`src/rtl/uart_tx_buffered_pkg.sv`:
```
// Shared definitions for the UART TX path: FSM state encodings, frame length and
// the clocks-per-bit derivation shared with the RX block.
package uart_tx_buffered_pkg;

   typedef enum logic [1:0] {
      ST_IDLE  = 2'd0,
      ST_START = 2'd1,
      ST_DATA  = 2'd2,
      ST_STOP  = 2'd3
   } tx_state_t;

   localparam int FRAME_BITS = 10;

   // Truncating division, so the real bit time is never longer than nominal.
   function automatic int baud_div(input int clock_rate, input int baud_rate);
      return clock_rate / baud_rate;
   endfunction

endpackage

```
`src/rtl/uart_sync_fifo.sv`:
```
// Single-clock FIFO with registered occupancy count; read data is the current head.
// Overflowing pushes and underflowing pops are ignored.
module uart_sync_fifo #(
   parameter int WIDTH = 8,
   parameter int DEPTH = 4,
   localparam int AW = $clog2(DEPTH),
   localparam int CW = $clog2(DEPTH) + 1
) (
   input  logic             clk,
   input  logic             reset,
   input  logic             push,
   input  logic             pop,
   input  logic [WIDTH-1:0] wdata,
   output logic [WIDTH-1:0] rdata,
   output logic             full,
   output logic             empty,
   output logic [CW-1:0]    count
);

   logic [WIDTH-1:0] mem [DEPTH];
   logic [AW-1:0]    wr_ptr;
   logic [AW-1:0]    rd_ptr;
   logic             do_push;
   logic             do_pop;

   assign do_push = push & ~full;
   assign do_pop  = pop & ~empty;
   assign full    = (count == CW'(DEPTH));
   assign empty   = (count == '0);
   assign rdata   = mem[rd_ptr];

   always_ff @(posedge clk) begin
      if (do_push) begin
         mem[wr_ptr] <= wdata;
      end
   end

   // DEPTH is a power of two, so pointer overflow is the modulo wrap.
   always_ff @(posedge clk) begin
      if (reset) begin
         wr_ptr <= '0;
         rd_ptr <= '0;
         count  <= '0;
      end else begin
         if (do_push) wr_ptr <= wr_ptr + 1'b1;
         if (do_pop)  rd_ptr <= rd_ptr + 1'b1;
         case ({do_push, do_pop})
            2'b10:   count <= count + 1'b1;
            2'b01:   count <= count - 1'b1;
            default: count <= count;
         endcase
      end
   end

endmodule

```
`src/rtl/uart_tx_buffered.sv`:
```
// Buffered 8N1 UART transmitter: bytes queue in a small FIFO and are sent LSB-first.
//
//  state | meaning
//  IDLE  | line high; starts a frame when enabled and the FIFO holds a byte
//  START | start bit (low) for DIV clocks
//  DATA  | eight data bits, DIV clocks each, LSB first
//  STOP  | stop bit (high); may chain straight into the next START
module uart_tx_buffered
   import uart_tx_buffered_pkg::*;
#(
   parameter int CLOCK_RATE = 20000000,
   parameter int BAUD_RATE  = 9600,
   parameter int FIFO_DEPTH = 4
) (
   input  logic       clk,
   input  logic       reset,
   input  logic       enable,
   input  logic [7:0] in,
   input  logic       valid,
   output logic       ready,
   output logic       out,
   output logic       busy
);

   localparam int DIV = baud_div(CLOCK_RATE, BAUD_RATE);
   localparam int BW  = $clog2(DIV);
   localparam int CW  = $clog2(FIFO_DEPTH) + 1;

   tx_state_t     state, state_nxt;
   logic [7:0]    shr, shr_nxt;
   logic [2:0]    bit_cnt, bit_cnt_nxt;
   logic [BW-1:0] baud_cnt, baud_cnt_nxt;
   logic          out_nxt;
   logic          pop;
   logic          full;
   logic          empty;
   logic [CW-1:0] count;
   logic [7:0]    head;
   logic          baud_tc;

   uart_sync_fifo #(
      .WIDTH (8),
      .DEPTH (FIFO_DEPTH)
   ) u_fifo (
      .clk   (clk),
      .reset (reset),
      .push  (valid & ready),
      .pop   (pop),
      .wdata (in),
      .rdata (head),
      .full  (full),
      .empty (empty),
      .count (count)
   );

   assign ready   = ~full & ~reset;
   assign busy    = (state != ST_IDLE) | (count != '0);
   assign baud_tc = (baud_cnt == BW'(DIV - 1));

   always_ff @(posedge clk) begin
      if (reset) begin
         state    <= ST_IDLE;
         out      <= 1'b1;
         shr      <= '0;
         bit_cnt  <= '0;
         baud_cnt <= '0;
      end else begin
         state    <= state_nxt;
         out      <= out_nxt;
         shr      <= shr_nxt;
         bit_cnt  <= bit_cnt_nxt;
         baud_cnt <= baud_cnt_nxt;
      end
   end

   always_comb begin
      state_nxt    = state;
      out_nxt      = out;
      shr_nxt      = shr;
      bit_cnt_nxt  = bit_cnt;
      baud_cnt_nxt = baud_tc ? '0 : baud_cnt + 1'b1;
      pop          = 1'b0;
      case (state)
         ST_IDLE: begin
            out_nxt      = 1'b1;
            baud_cnt_nxt = '0;
            if (enable && !empty) begin
               pop         = 1'b1;
               shr_nxt     = head;
               out_nxt     = 1'b0;
               bit_cnt_nxt = '0;
               state_nxt   = ST_START;
            end
         end
         ST_START: begin
            if (baud_tc) begin
               out_nxt     = shr[0];
               shr_nxt     = {1'b0, shr[7:1]};
               bit_cnt_nxt = '0;
               state_nxt   = ST_DATA;
            end
         end
         ST_DATA: begin
            // bit_cnt is the index of the data bit currently on the line.
            if (baud_tc) begin
               if (bit_cnt == 3'd7) begin
                  out_nxt   = 1'b1;
                  state_nxt = ST_STOP;
               end else begin
                  out_nxt     = shr[0];
                  shr_nxt     = {1'b0, shr[7:1]};
                  bit_cnt_nxt = bit_cnt + 3'd1;
               end
            end
         end
         ST_STOP: begin
            if (baud_tc) begin
               if (enable && !empty) begin
                  pop         = 1'b1;
                  shr_nxt     = head;
                  out_nxt     = 1'b0;
                  bit_cnt_nxt = '0;
                  state_nxt   = ST_START;
               end else begin
                  state_nxt = ST_IDLE;
               end
            end
         end
         default: begin
            out_nxt      = 1'b1;
            baud_cnt_nxt = '0;
            state_nxt    = ST_IDLE;
         end
      endcase
   end

endmodule

```
`config.mk`:
```
export PLATFORM = sky130hd
export DESIGN_NAME = uart_tx_buffered
export DESIGN_NICKNAME = d
export VERILOG_FILES = /design/src/rtl/uart_tx_buffered_pkg.sv /design/src/rtl/uart_sync_fifo.sv /design/src/rtl/uart_tx_buffered.sv
export SDC_FILE = /design/constraint.sdc
export NUM_CORES = 1
export LEC_CHECK = 0
export ABC_AREA = 0
export ABC_CLOCK_PERIOD_IN_PS = 3200
export BUFFER_PORTS_ARGS = -buffer_cell sky130_fd_sc_hd__buf_2
export CORE_MARGIN = 4
export CORE_UTILIZATION = 53
export DETAILED_ROUTE_END_ITERATION = 6
export PLACE_DENSITY = 0.7
export SLEW_MARGIN = 20
export SYNTH_ARGS = -nofsm -noshare
export SYNTH_HDL_FRONTEND = slang
export SYNTH_SLANG_ARGS = --single-unit
```
`constraint.sdc`:
```
create_clock -name clk -period 3.2 [get_ports clk]
set_input_delay 0.48 -clock clk [delete_from_list [all_inputs] [get_ports clk]]
set_output_delay 0.48 -clock clk [all_outputs]
set_load 0.01 [all_outputs]
```
== Word-level counts from Yosys, hierarchy flattened ==
Memory sizes are Yosys's and may differ from the RTL's. A register that Yosys moved wholly into a read port is not among the register bits.
Index checks and enable logic that the tools add are counted.

* Register bits after elaboration: 33
* Bits in writable memories: 32
* Bits of input ports: 12
* Output and inout port bits: 3
* Logic and storage cells: 83
* Memories: 1

{| class="wikitable"
|+ Memories
! name !! words !! width !! read ports !! clocked after Yosys merged registers in !! write ports !! line !! RTL
|-
| u_fifo.mem || 4 || 8 || 1 || 1 || 1 || uart_sync_fifo.sv:20 || <nowiki>logic [WIDTH-1:0] mem [DEPTH];</nowiki>
|}

* Add/subtract/negate cells: 6
* Eq/ne operators: 15
* Muxes and demuxes: 34
* Bitwise operators: 8
* Reduce and logical (&&, ||, !) cells: 11

{| class="wikitable"
|+ Operator list
! operator !! number
|-
| $mux W8 || 5
|-
| $pmux W8 S4 || 1
|-
| $mux W3 || 5
|-
| $mux W2 || 7
|-
| $ne A2 B2 Y1 const B || 7
|-
| $add A12 B1 Y12 const B || 1
|-
| $eq A12 B12 Y1 const B || 1
|-
| $pmux W3 S4 || 1
|-
| $mux W1 || 11
|-
| $pmux W2 S4 || 1
|-
| $reduce_and A4 Y1 || 2
|-
| $add A3 B1 Y3 const B || 2
|-
| $eq A2 B2 Y1 const B || 3
|-
| $eq A3 B3 Y1 const B || 2
|-
| $pmux W3 S2 || 1
|-
| $reduce_and A5 Y1 || 1
|-
| $add A2 B1 Y2 const B || 2
|-
| $and A1 B1 Y1 || 4
|-
| $eq A2 B1 Y1 const B || 2
|-
| $pmux W1 S4 || 1
|-
| $reduce_bool A2 Y1 || 2
|-
| $logic_not A3 Y1 || 1
|-
| $not A1 Y1 || 3
|-
| $reduce_bool A3 Y1 || 1
|-
| other kinds (7) || 7
|}

== Longest topological paths before layout ==
Gate-level depths: netlist (run 1).

* Word-level depth: 9
* Gate-level depth with buffers: 11
* Depth with buffers taken out: 11

== By module ==
A second synthesis (run 1) with hierarchy kept.

* Cell total of the unflattened synthesis: 250
* Area, all modules: 3119.2 µm²

{| class="wikitable"
|+ By module, submodules not included
! module !! times used !! cells an instance !! area an instance (µm²) !! seq. area each (µm²)
|-
| uart_sync_fifo || 1 || 96 || 1630.3 || 1141.1
|-
| uart_tx_buffered || 1 || 154 || 1488.9 || 520.5
|}

== Least setup slack after synthesis (run 1) ==
No wires, ideal clock.

* Path type: register to register
* From: register state[0]
* To: register u_fifo.count[2]
* Library setup time: 70 ps
* Data arrival time: 2478 ps
* Data required time: 3130 ps
* Path slack: 651 ps
* Stages on the path, launching flop included: 12
* Buffers on the path: 1
* Path through: dfxtp_1 inv_1 ha_1 clkbuf_1 nand2b_1 nor2_1 ha_1 inv_1 fa_1 xor2_1 or3_1 a21oi_1

* Longest elaborated chain between the ends: 5

{| class="wikitable"
|+ Ends and longest elaborated chain
! element !! line !! RTL
|-
| start: declaration || uart_tx_buffered.sv:29 || <nowiki>tx_state_t state, state_nxt;</nowiki>
|-
| start signal: assignment || uart_tx_buffered.sv:68 || <nowiki>state <= state_nxt;</nowiki>
|-
| $eq A2 B2 Y1 or $logic_not A2 Y1 (tied branches) || uart_tx_buffered.sv:83 || <nowiki>case (state)</nowiki>
|-
| $pmux W1 S2 (*) || uart_tx_buffered.sv:83 ||
|-
| $and A1 B1 Y1 (*) || uart_sync_fifo.sv:27 || <nowiki>assign do_pop = pop & ~empty;</nowiki>
|-
| net u_fifo.do_pop || uart_sync_fifo.sv:24 || <nowiki>logic do_pop;</nowiki>
|-
| $eq A2 B1 Y1 or $eq A2 B2 Y1 (tied branches) || uart_sync_fifo.sv:47 || <nowiki>case ({do_push, do_pop})</nowiki>
|-
| $pmux W3 S2 or $reduce_bool A2 Y1 (tied branches) || - ||
|-
| end signal: assignment || uart_sync_fifo.sv:48 || <nowiki>2'b10: count <= count + 1'b1;</nowiki>
|-
| end signal: assignment || uart_sync_fifo.sv:49 || <nowiki>2'b01: count <= count - 1'b1;</nowiki>
|-
| end signal: assignment || uart_sync_fifo.sv:50 || <nowiki>default: count <= count;</nowiki>
|-
| end: declaration || uart_sync_fifo.sv:17 || <nowiki>output logic [CW-1:0] count</nowiki>
|}

The timed path passes the listed nets; every way through them passes the cells marked *.
A chain may end at the register's enable or synchronous reset.

== Worst setup path after layout (run 1) ==
Same ends and word-level chain as after synthesis.

==> flow_summary.toml, run 1 <==
[floorplan]
rows = 27
io_pins = 15
dieArea_mm2 = 0.00692
die_h_um = 83.2
die_w_um = 83.2
placeableCoreArea_mm2 = 0.00551
start_util_pct = 54.4

[pwr]
p_int_uw = 1570
seq_power_share_pct = 47.3
combPwrFrac_pct = 28.2
peakVddDrop_mv = 0.373
powerDensity_mw_per_mm2 = 699
p_total_uw = 2300
power.net_switching_uw = 735
power.share.switching_pct = 31.9
leakage_uw = 0.00115
clock_power_share_pct = 24.5

[timing]
skew_ns = 0.00509
worst_pin_slew_ns = 0.817
holdWs_ns = 0.368
period_share_pct = 84.0
fin_crit_ns = 2.69
setup_violations = 0
final_max_slew_viol_count = 0
setup_tns_ns = 0
max_freq_mhz = 372
rsz0062_at_grt = "false"
relSlewSlack_pct = 45.2
hold_viol_final = 0

[final_layout]
fin_cells = 340
nets = 290
final_cell_mix = "dfxtp_1 (35), edfxtp_1 (32), nor2_1 (22)"
layout_commonest_cell = "dfxtp_1"
drive_gt1_share_pct = 16.8
diodes = 0
area_growth_pct = 9.90

[cts]
cts_hold_buffers = 0
clk_pin_slew_worst_paths_ns = 0.07
cts_tree = "done"
clock-sinks = 67
numCtsBuffers = 9
clock_latency_ns = 0.33
htreeDepth = 3
clockBufferDepth = 2
cts_setup_buffers = 0
cts-resized-gates = 0
ctsRootBufferMaster = "clkbuf_8"

[critical_path]
rr_endpoint = "u_fifo.count[2]"
reg2reg_setup_slack_ns = 0.51
startpoint_type = "flop"
crit_required_ns = 3.47
critPathMaxFanout = 11
cp-end-kind = "flop"
criticalPathCategory = "flop to flop"
reg2reg_depth = 10
reg2reg_from = "state[0]"
cp.arrival_ns = 2.95

[synth]
synth_edf_count = 32
async_reset_ff_share_pct = 0
synthCells = 245
syn-num-nets = 272
ys_seq_area_share_pct = 55.4
ys_warn_count = 0
synth.avg_cell_area_um2 = 12.2
ys_types = 42
ys_ff_latch = 67
ys.flop_type = "dfxtp_1"
netlist_area_mm2 = 0.00300

[global_route]
grt_pass1_vias = 1850
gr-usage-all-layers_pct = 15.9
grt_pass1_wl_um = 8800
grt_max_degree = 26
grt_overflow = 0
antenna_found_initial = 0

[min_path]
holdPathStages = 1
hold_end = "u_fifo.mem[3][7]"
hp-start = "in[7]"
hold_path_class = "primary input to flop"

[route]
num_vias = 1851
wl_per_cell_um = 14.7
vias_per_cell = 5.44
first_iter_violations = 113
ant_nets = 0
dr.pass1.iters = 4
drc = 0
wirelength_um = 4990

[run]
drv_cap = 0

[placed_design]
dpl.hpwl_um = 3380
dp.cells = 324
port_buffers = 14
place_congestion = 0.726

[status]
status = "completed"
## cells in the mapped netlist (4+ instances only)
master / count / area, um2
ha_1: 14 / 175
or3_1: 9 / 56.3
nand2_1: 7 / 26.3
and2_1: 5 / 31.3
nor2_1: 22 / 82.6
o21ai_0: 10 / 50.1
inv_1: 11 / 41.3
nand3_1: 6 / 30.0
mux4_2: 8 / 180
dfxtp_1: 35 / 701
clkbuf_1: 9 / 33.8
xor2_1: 11 / 96.3
a21oi_1: 17 / 85.1
edfxtp_1: 32 / 961
o31ai_1: 4 / 30.0
mux2i_1: 8 / 80.1
## routing by layer
metal,vias up,GRT usage (%),wire length [um]
li1,931,-,-
met1,894,20.7,2330
met2,21,24.8,2450
met3,5,3.67,159
met4,0,8.47,51
met5,-,0,0
## worst max-delay path by stage
| stage | start | end |
|---|---|---|
| floorplan | state[0] | u_fifo.count[2] |
| global placement | state[0] | u_fifo.count[2] |
| detailed placement | state[0] | u_fifo.count[2] |
| CTS | state[0] | u_fifo.count[2] |
| global route | state[0] | u_fifo.count[2] |
| finish | state[0] | u_fifo.count[2] |
## worst max-delay path, stage by stage (launching register included)
cell	delay [ns]
dfxtp_1	0.39
inv_1	0.11
ha_1	0.51
nand2b_1	0.29
nor2_1	0.12
ha_1	0.19
inv_1	0.06
fa_1	0.38
xor2_1	0.15
or3_1	0.31
a21oi_1	0.14
## power by group through the flow
stage	sequential [uW]	combinational (uW)	clock (uW)
final	1090	650	564
after CTS	1090	653	587
after global placement	1100	637	0
after floorplan	1070	537	0
after detailed placement	1110	650	0
after global routing	1110	741	620
## stage by stage
step                      setup slack (ns)  utilization (%)  cell area (um2)
after floorplan                      0.651                -             3000
after global placement               0.617             57.0             3140
after detailed placement             0.538             57.0             3140
after CTS                            0.521             59.8             3290
after global routing                 0.286             59.8             3290
final                                0.510             59.8             3290
## cell type report
type                    count  area (um2)
clock buffers              12         135
repair buffers             17        92.6
well taps                  72        90.1
clock inverters             4        17.5
fillers                   458        2210
flip-flops and latches     67        1660
inverters                  11        41.3
multi-input cells         157        1250
## sequential cells by signal, summed over array words and instances, names as in the netlist, named ones only
name           cells
bit_cnt            3
shr                8
u_fifo.rd_ptr      2
baud_cnt          12
state              2
out                1
u_fifo.mem        32
u_fifo.count       3
u_fifo.wr_ptr      2
## kinds of logic after synthesis
| kind of cell | Yosys count | synth area share [%] |
|---|---|---|
| XOR/XNOR | 13 | 3.80 |
| buffers and inverters | 21 | 2.67 |
| AND/OR/NAND/NOR | 67 | 13.2 |
| multiplexers | 17 | 9.06 |
| flip-flops | 67 | 55.4 |
| AO/OA/AOI/OAI | 45 | 9.31 |
| adder cells (fa/ha/maj) | 15 | 6.51 |
Note: power is estimated with default switching activity, not from simulation.
==> run 2, diff against run 1 <==
--- a/config.mk
+++ b/config.mk
@@ -6,7 +6,7 @@
 export NUM_CORES = 1
 export LEC_CHECK = 0
 export ABC_AREA = 0
-export ABC_CLOCK_PERIOD_IN_PS = 3200
+export ABC_CLOCK_PERIOD_IN_PS = 2800
 export BUFFER_PORTS_ARGS = -buffer_cell sky130_fd_sc_hd__buf_2
 export CORE_MARGIN = 4
 export CORE_UTILIZATION = 53
==> constraint.sdc (replaced) <==
create_clock -name clk -period 2.8 [get_ports clk]
set_input_delay 0.42 -clock clk [delete_from_list [all_inputs] [get_ports clk]]
set_output_delay 0.42 -clock clk [all_outputs]
set_load 0.01 [all_outputs]
==> run 2 against run 1 <==
Effect of this change:
- count of clock-buffer cells in the layout down 2
- utilization rose by 1.2 points
- largest power group unchanged
- die area unchanged
- design area increased by 1.9%
==> flow_summary.toml, run 2 (synthesized netlist as in run 1, its figures left out) <==
[timing]
fin_crit_ns = 2.41
setup_slack_ns = 0.387
skew_ns = 0.00645
setup_tns_ns = 0
hold_viol_final = 0
period_share_pct = 86.2
rsz0062_at_grt = "false"
setup_violations = 0
max_freq_mhz = 414
final_max_slew_viol_count = 0
worst_pin_slew_ns = 0.550
relSlewSlack_pct = 63.3

[final_layout]
multiInputGateArea_mm2 = 0.00125
fill_cells = 447
final_cell_mix = "dfxtp_1 (35), edfxtp_1 (32), nor2_1 (22)"
layout_commonest_cell = "dfxtp_1"
seqCellArea_mm2 = 0.00166
regMostFlops = "u_fifo.mem"
drive_gt1_share_pct = 18.9
area_growth_pct = 12.0
nets = 292
diodes = 0
top_regs = "u_fifo.mem: 32 flops, baud_cnt: 12 flops, shr: 8 flops"
largest_register_ffs = 32

[cts]
clock_latency_ns = 0.34
clock-sinks = 67
clk_pin_slew_worst_paths_ns = 0.07
htreeDepth = 3
ctsRootBufferMaster = "clkbuf_8"
clockBufferDepth = 2
numCtsBuffers = 9
cts_setup_buffers = 0
cts_tree = "done"
cts-resized-gates = 0
cts_hold_buffers = 0

[global_route]
grt_overflow = 0
antenna_found_initial = 0
grt_max_degree = 26
gr-usage-all-layers_pct = 15.7
grt_pass1_vias = 1842
grt_pass1_wl_um = 8600

[placed_design]
dpl.hpwl_um = 3370
place_congestion = 0.772
dp_slack_ns = 0.386
port_buffers = 14

[critical_path]
critPathMaxFanout = 5
reg2reg_depth = 10
setup.worst_path.end = "u_fifo.count[2]"
slowest_stage = "dfxtp_1"
cp.arrival_ns = 2.68
critPathMaxStageDelay_ns = 0.39
startpoint_type = "flop"
cp-startpoint = "state[0]"
reg2reg_setup_slack_ns = 0.39
crit_required_ns = 3.07
reg2reg_from = "state[0]"
rr_endpoint = "u_fifo.count[2]"
critical_path.cell_chain = "inv_1 -> ha_1 -> nand2b_1 -> nor2_1 -> ha_1 -> inv_1 -> fa_1 -> xor2_1 -> or3_1 -> a21oi_1"
criticalPathCategory = "flop to flop"
cp-end-kind = "flop"

[route]
vias_per_cell = 5.29
first_iter_violations = 60
ant_nets = 0
num_vias = 1810
dr.pass1.iters = 4
drc = 0
wl_per_cell_um = 14.5
wirelength_um = 4960

[floorplan]
die_w_um = 83.2
dieArea_mm2 = 0.00692
rows = 27
io_pins = 15
start_util_pct = 54.4
placeableCoreArea_mm2 = 0.00551
die_h_um = 83.2

[run]
drv_cap = 0

[pwr]
peakVddDrop_mv = 0.403
powerDensity_mw_per_mm2 = 838
leakage_uw = 0.00118

[min_path]
hold_path_class = "primary input to flop"

[status]
status = "completed"
run 2: cell count changes in the layout (fill, tap and decap cells not counted), sizes merged:
cell,delta
buf,+2
inv,+2
clkinv,-1
bufinv,+1
clkbuf,-2
run 2: worst max-delay path: cells and delay by family, from the launching register on:
| kind | cells | cell delay (ns) |
|---|---|---|
| fa+ha+maj | 3 | 0.88 |
| flops | 1 | 0.39 |
| compound gates | 1 | 0.13 |
| simple gates | 3 | 0.62 |
| xor+xnor | 1 | 0.15 |
| buf+inv | 2 | 0.17 |
run 2: stage by stage:
| step | power [uW] | hold slack [ns] | std cells | util (%) | cell area [um2] |
|---|---|---|---|---|---|
| 2_1_floorplan | 1840 | 0.425 | 245 | - | 3000 |
| 3_3_place_gp | 2020 | 0.440 | 326 | 57.3 | 3160 |
| 3_5_place_dp | 2040 | 0.467 | 326 | 57.3 | 3160 |
| 4_1_cts | 2850 | 0.275 | 342 | 61.0 | 3360 |
| 5_1_grt | 3010 | 0.272 | 342 | 61.0 | 3360 |
| 6_report | 2810 | 0.296 | 342 | 61.0 | 3360 |
run 2: layer usage:
layer  global-route usage (%)  share of wire (%)  vias up
li1                         -                  -      943
met1                     18.9                 46      834
met2                     26.1                 49       28
met3                     5.95                4.4        5
met4                     4.90               0.34        0
met5                        0                  0        -
run 2: final cells by class:
| class | count | share of cell area [%] |
|---|---|---|
| clock buffers | 10 | 3.80 |
| flip-flops and latches | 67 | 49.5 |
| inverters | 11 | 1.23 |
| clock inverters | 6 | 2.20 |
| multi-input cells | 157 | 37.4 |
| well taps | 72 | 2.68 |
| repair buffers | 19 | 3.21 |
run 2: worst min path at each step:
| stage | start | to | cells past startpoint |
|---|---|---|---|
| final | in[7] | u_fifo.mem[2][7] | 1 |
| after global routing | in[7] | u_fifo.mem[3][7] | 1 |
| after CTS | in[7] | u_fifo.mem[2][7] | 1 |
| after detailed placement | shr[2] | shr[2] | 2 |
| after global placement | baud_cnt[0] | baud_cnt[0] | 1 |
| after floorplan | baud_cnt[0] | baud_cnt[0] | 1 |
run 2: report_power, final:
group	internal (uW)	switching, uW
logic	352	423
registers	1150	98.1
clock network	422	373
total	1920	894
==> run 3, diff against run 2 <==
--- a/config.mk
+++ b/config.mk
@@ -12,6 +12,7 @@
 export CORE_UTILIZATION = 53
 export DETAILED_ROUTE_END_ITERATION = 6
 export PLACE_DENSITY = 0.7
+export REMOVE_ABC_BUFFERS = 1
 export SLEW_MARGIN = 20
 export SYNTH_ARGS = -nofsm -noshare
 export SYNTH_HDL_FRONTEND = slang
==> run 3 against run 2 <==
Effect of this change:
- clock power increased by 4.3%
- global-route usage increased by 0.19 points
- non-clock buffer count unchanged
- critical path depth decreased by 1
==> flow_summary.toml, run 3 (synthesized netlist as in run 1, its figures left out) <==
[status]
status = "completed"

[placed_design]
dpl_cell_area_mm2 = 0.00316
place_congestion = 0.804
dpl.hpwl_um = 3330
port_buffers = 14

[route]
wirelength_um = 5020
num_vias = 1841
vias_per_cell = 5.38
ant_nets = 0
drc = 0
first_iter_violations = 61
dr.pass1.iters = 4
wl_per_cell_um = 14.7

[critical_path]
cp-startpoint = "baud_cnt[4]"
setup.worst_path.end = "u_fifo.count[2]"
slowest_stage = "nor4b_4"
cp-end-kind = "flop"
critPathMaxFanout = 5
critPathMaxStageDelay_ns = 0.39
crit_family = "simple AND/OR/NAND/NOR gates"
cp.arrival_ns = 2.72
crit_required_ns = 3.08
reg2reg_depth = 9
criticalPathCategory = "flop to flop"
reg2reg_setup_slack_ns = 0.36
startpoint_type = "flop"
worstSetupPathDepth = 9
critical_path.cell_chain = "nor4b_4 -> a41oi_2 -> nor2_1 -> ha_1 -> inv_1 -> fa_1 -> xor2_1 -> or3_1 -> a21oi_1"
path_buf_inv = 1
reg2reg_from = "baud_cnt[4]"
rr_endpoint = "u_fifo.count[2]"

[global_route]
grt_max_degree = 26
grt_pass1_vias = 1832
antenna_found_initial = 0
grt_pass1_wl_um = 8540
gr-usage-all-layers_pct = 15.9
grt_overflow = 0

[timing]
relSlewSlack_pct = 62.0
skew_ns = 0.0118
final_max_slew_viol_count = 0
setup_violations = 0
setup_tns_ns = 0
worst_pin_slew_ns = 0.568
hold_viol_final = 0
fin_crit_ns = 2.44
rsz0062_at_grt = "false"
period_share_pct = 87.2
max_freq_mhz = 409

[final_layout]
drive_gt1_share_pct = 19.3
top_regs = "u_fifo.mem: 32 flops, baud_cnt: 12 flops, shr: 8 flops"
diodes = 0
area_growth_pct = 12.2
nets = 292
final_cell_area_mm2 = 0.00336
final_cell_mix = "dfxtp_1 (35), edfxtp_1 (32), nor2_1 (22)"
layout_commonest_cell = "dfxtp_1"
largest_register_ffs = 32
regMostFlops = "u_fifo.mem"

[pwr]
powerDensity_mw_per_mm2 = 848
leakage_uw = 0.00118
peakVddDrop_mv = 0.499

[floorplan]
start_util_pct = 54.4
io_pins = 15
die_w_um = 83.2
die_h_um = 83.2
dieArea_mm2 = 0.00692
rows = 27
placeableCoreArea_mm2 = 0.00551

[cts]
cts-resized-gates = 0
numCtsBuffers = 9
cts_hold_buffers = 0
clockBufferDepth = 2
clock_latency_ns = 0.35
clk_pin_slew_worst_paths_ns = 0.08
cts_setup_buffers = 0
cts_tree = "done"
htreeDepth = 3
clock-sinks = 67
ctsRootBufferMaster = "clkbuf_8"

[min_path]
hold_path_class = "primary input to flop"

[run]
drv_cap = 0
run 3: cell types whose count changed in the layout (fill, tap and decap cells not counted), sizes merged:
cell      before  now
clkinvlp       0    2
inv           13   14
clkinv         3    1
clkbuf        10    9
run 3: layer usage:
layer  routed length [um]  track usage [%]  vias to the layer above
met5                    0                0                        -
met4                   82             5.94                        0
met3                  239             7.04                        7
met2                 2410             26.0                       32
met1                 2290             18.4                      866
li1                     -                -                      936
run 3: cell type report:
| class | count | area, um2 |
|---|---|---|
| clock inverters | 7 | 82.6 |
| fillers | 461 | 2140 |
| clock buffers | 9 | 124 |
| repair buffers | 19 | 108 |
| inverters | 11 | 41.3 |
| flip-flops and latches | 67 | 1660 |
| multi-input cells | 157 | 1250 |
| well taps | 72 | 90.1 |
run 3: report_power, final:
part	leakage (uW)	internal (uW)	switching [uW]
sequential	0.000575	1150	97.4
clock	0.0000984	424	405
combinational	0.000502	350	429
total	0.00118	1920	931
run 3: worst min path at each step:
stage,from,to,slack (ns),cells past startpoint
final,in[5],u_fifo.mem[2][5],0.28,1
after global routing,in[2],u_fifo.mem[1][2],0.26,1
after CTS,in[5],u_fifo.mem[3][5],0.26,1
after detailed placement,baud_cnt[0],baud_cnt[0],0.45,1
after global placement,baud_cnt[0],baud_cnt[0],0.44,1
after floorplan,baud_cnt[0],baud_cnt[0],0.43,1
run 3: through the flow:
stage | std cells | power (uW) | utilization [%] | hold WS [ns] | setup slack, ns
after floorplan | 235 | 1810 | - | 0.425 | 0.344
after global placement | 326 | 2020 | 57.3 | 0.439 | 0.428
after detailed placement | 326 | 2040 | 57.3 | 0.449 | 0.346
after CTS | 342 | 2870 | 61.1 | 0.265 | 0.335
after global routing | 342 | 3030 | 61.1 | 0.258 | 0.185
final | 342 | 2850 | 61.1 | 0.276 | 0.358
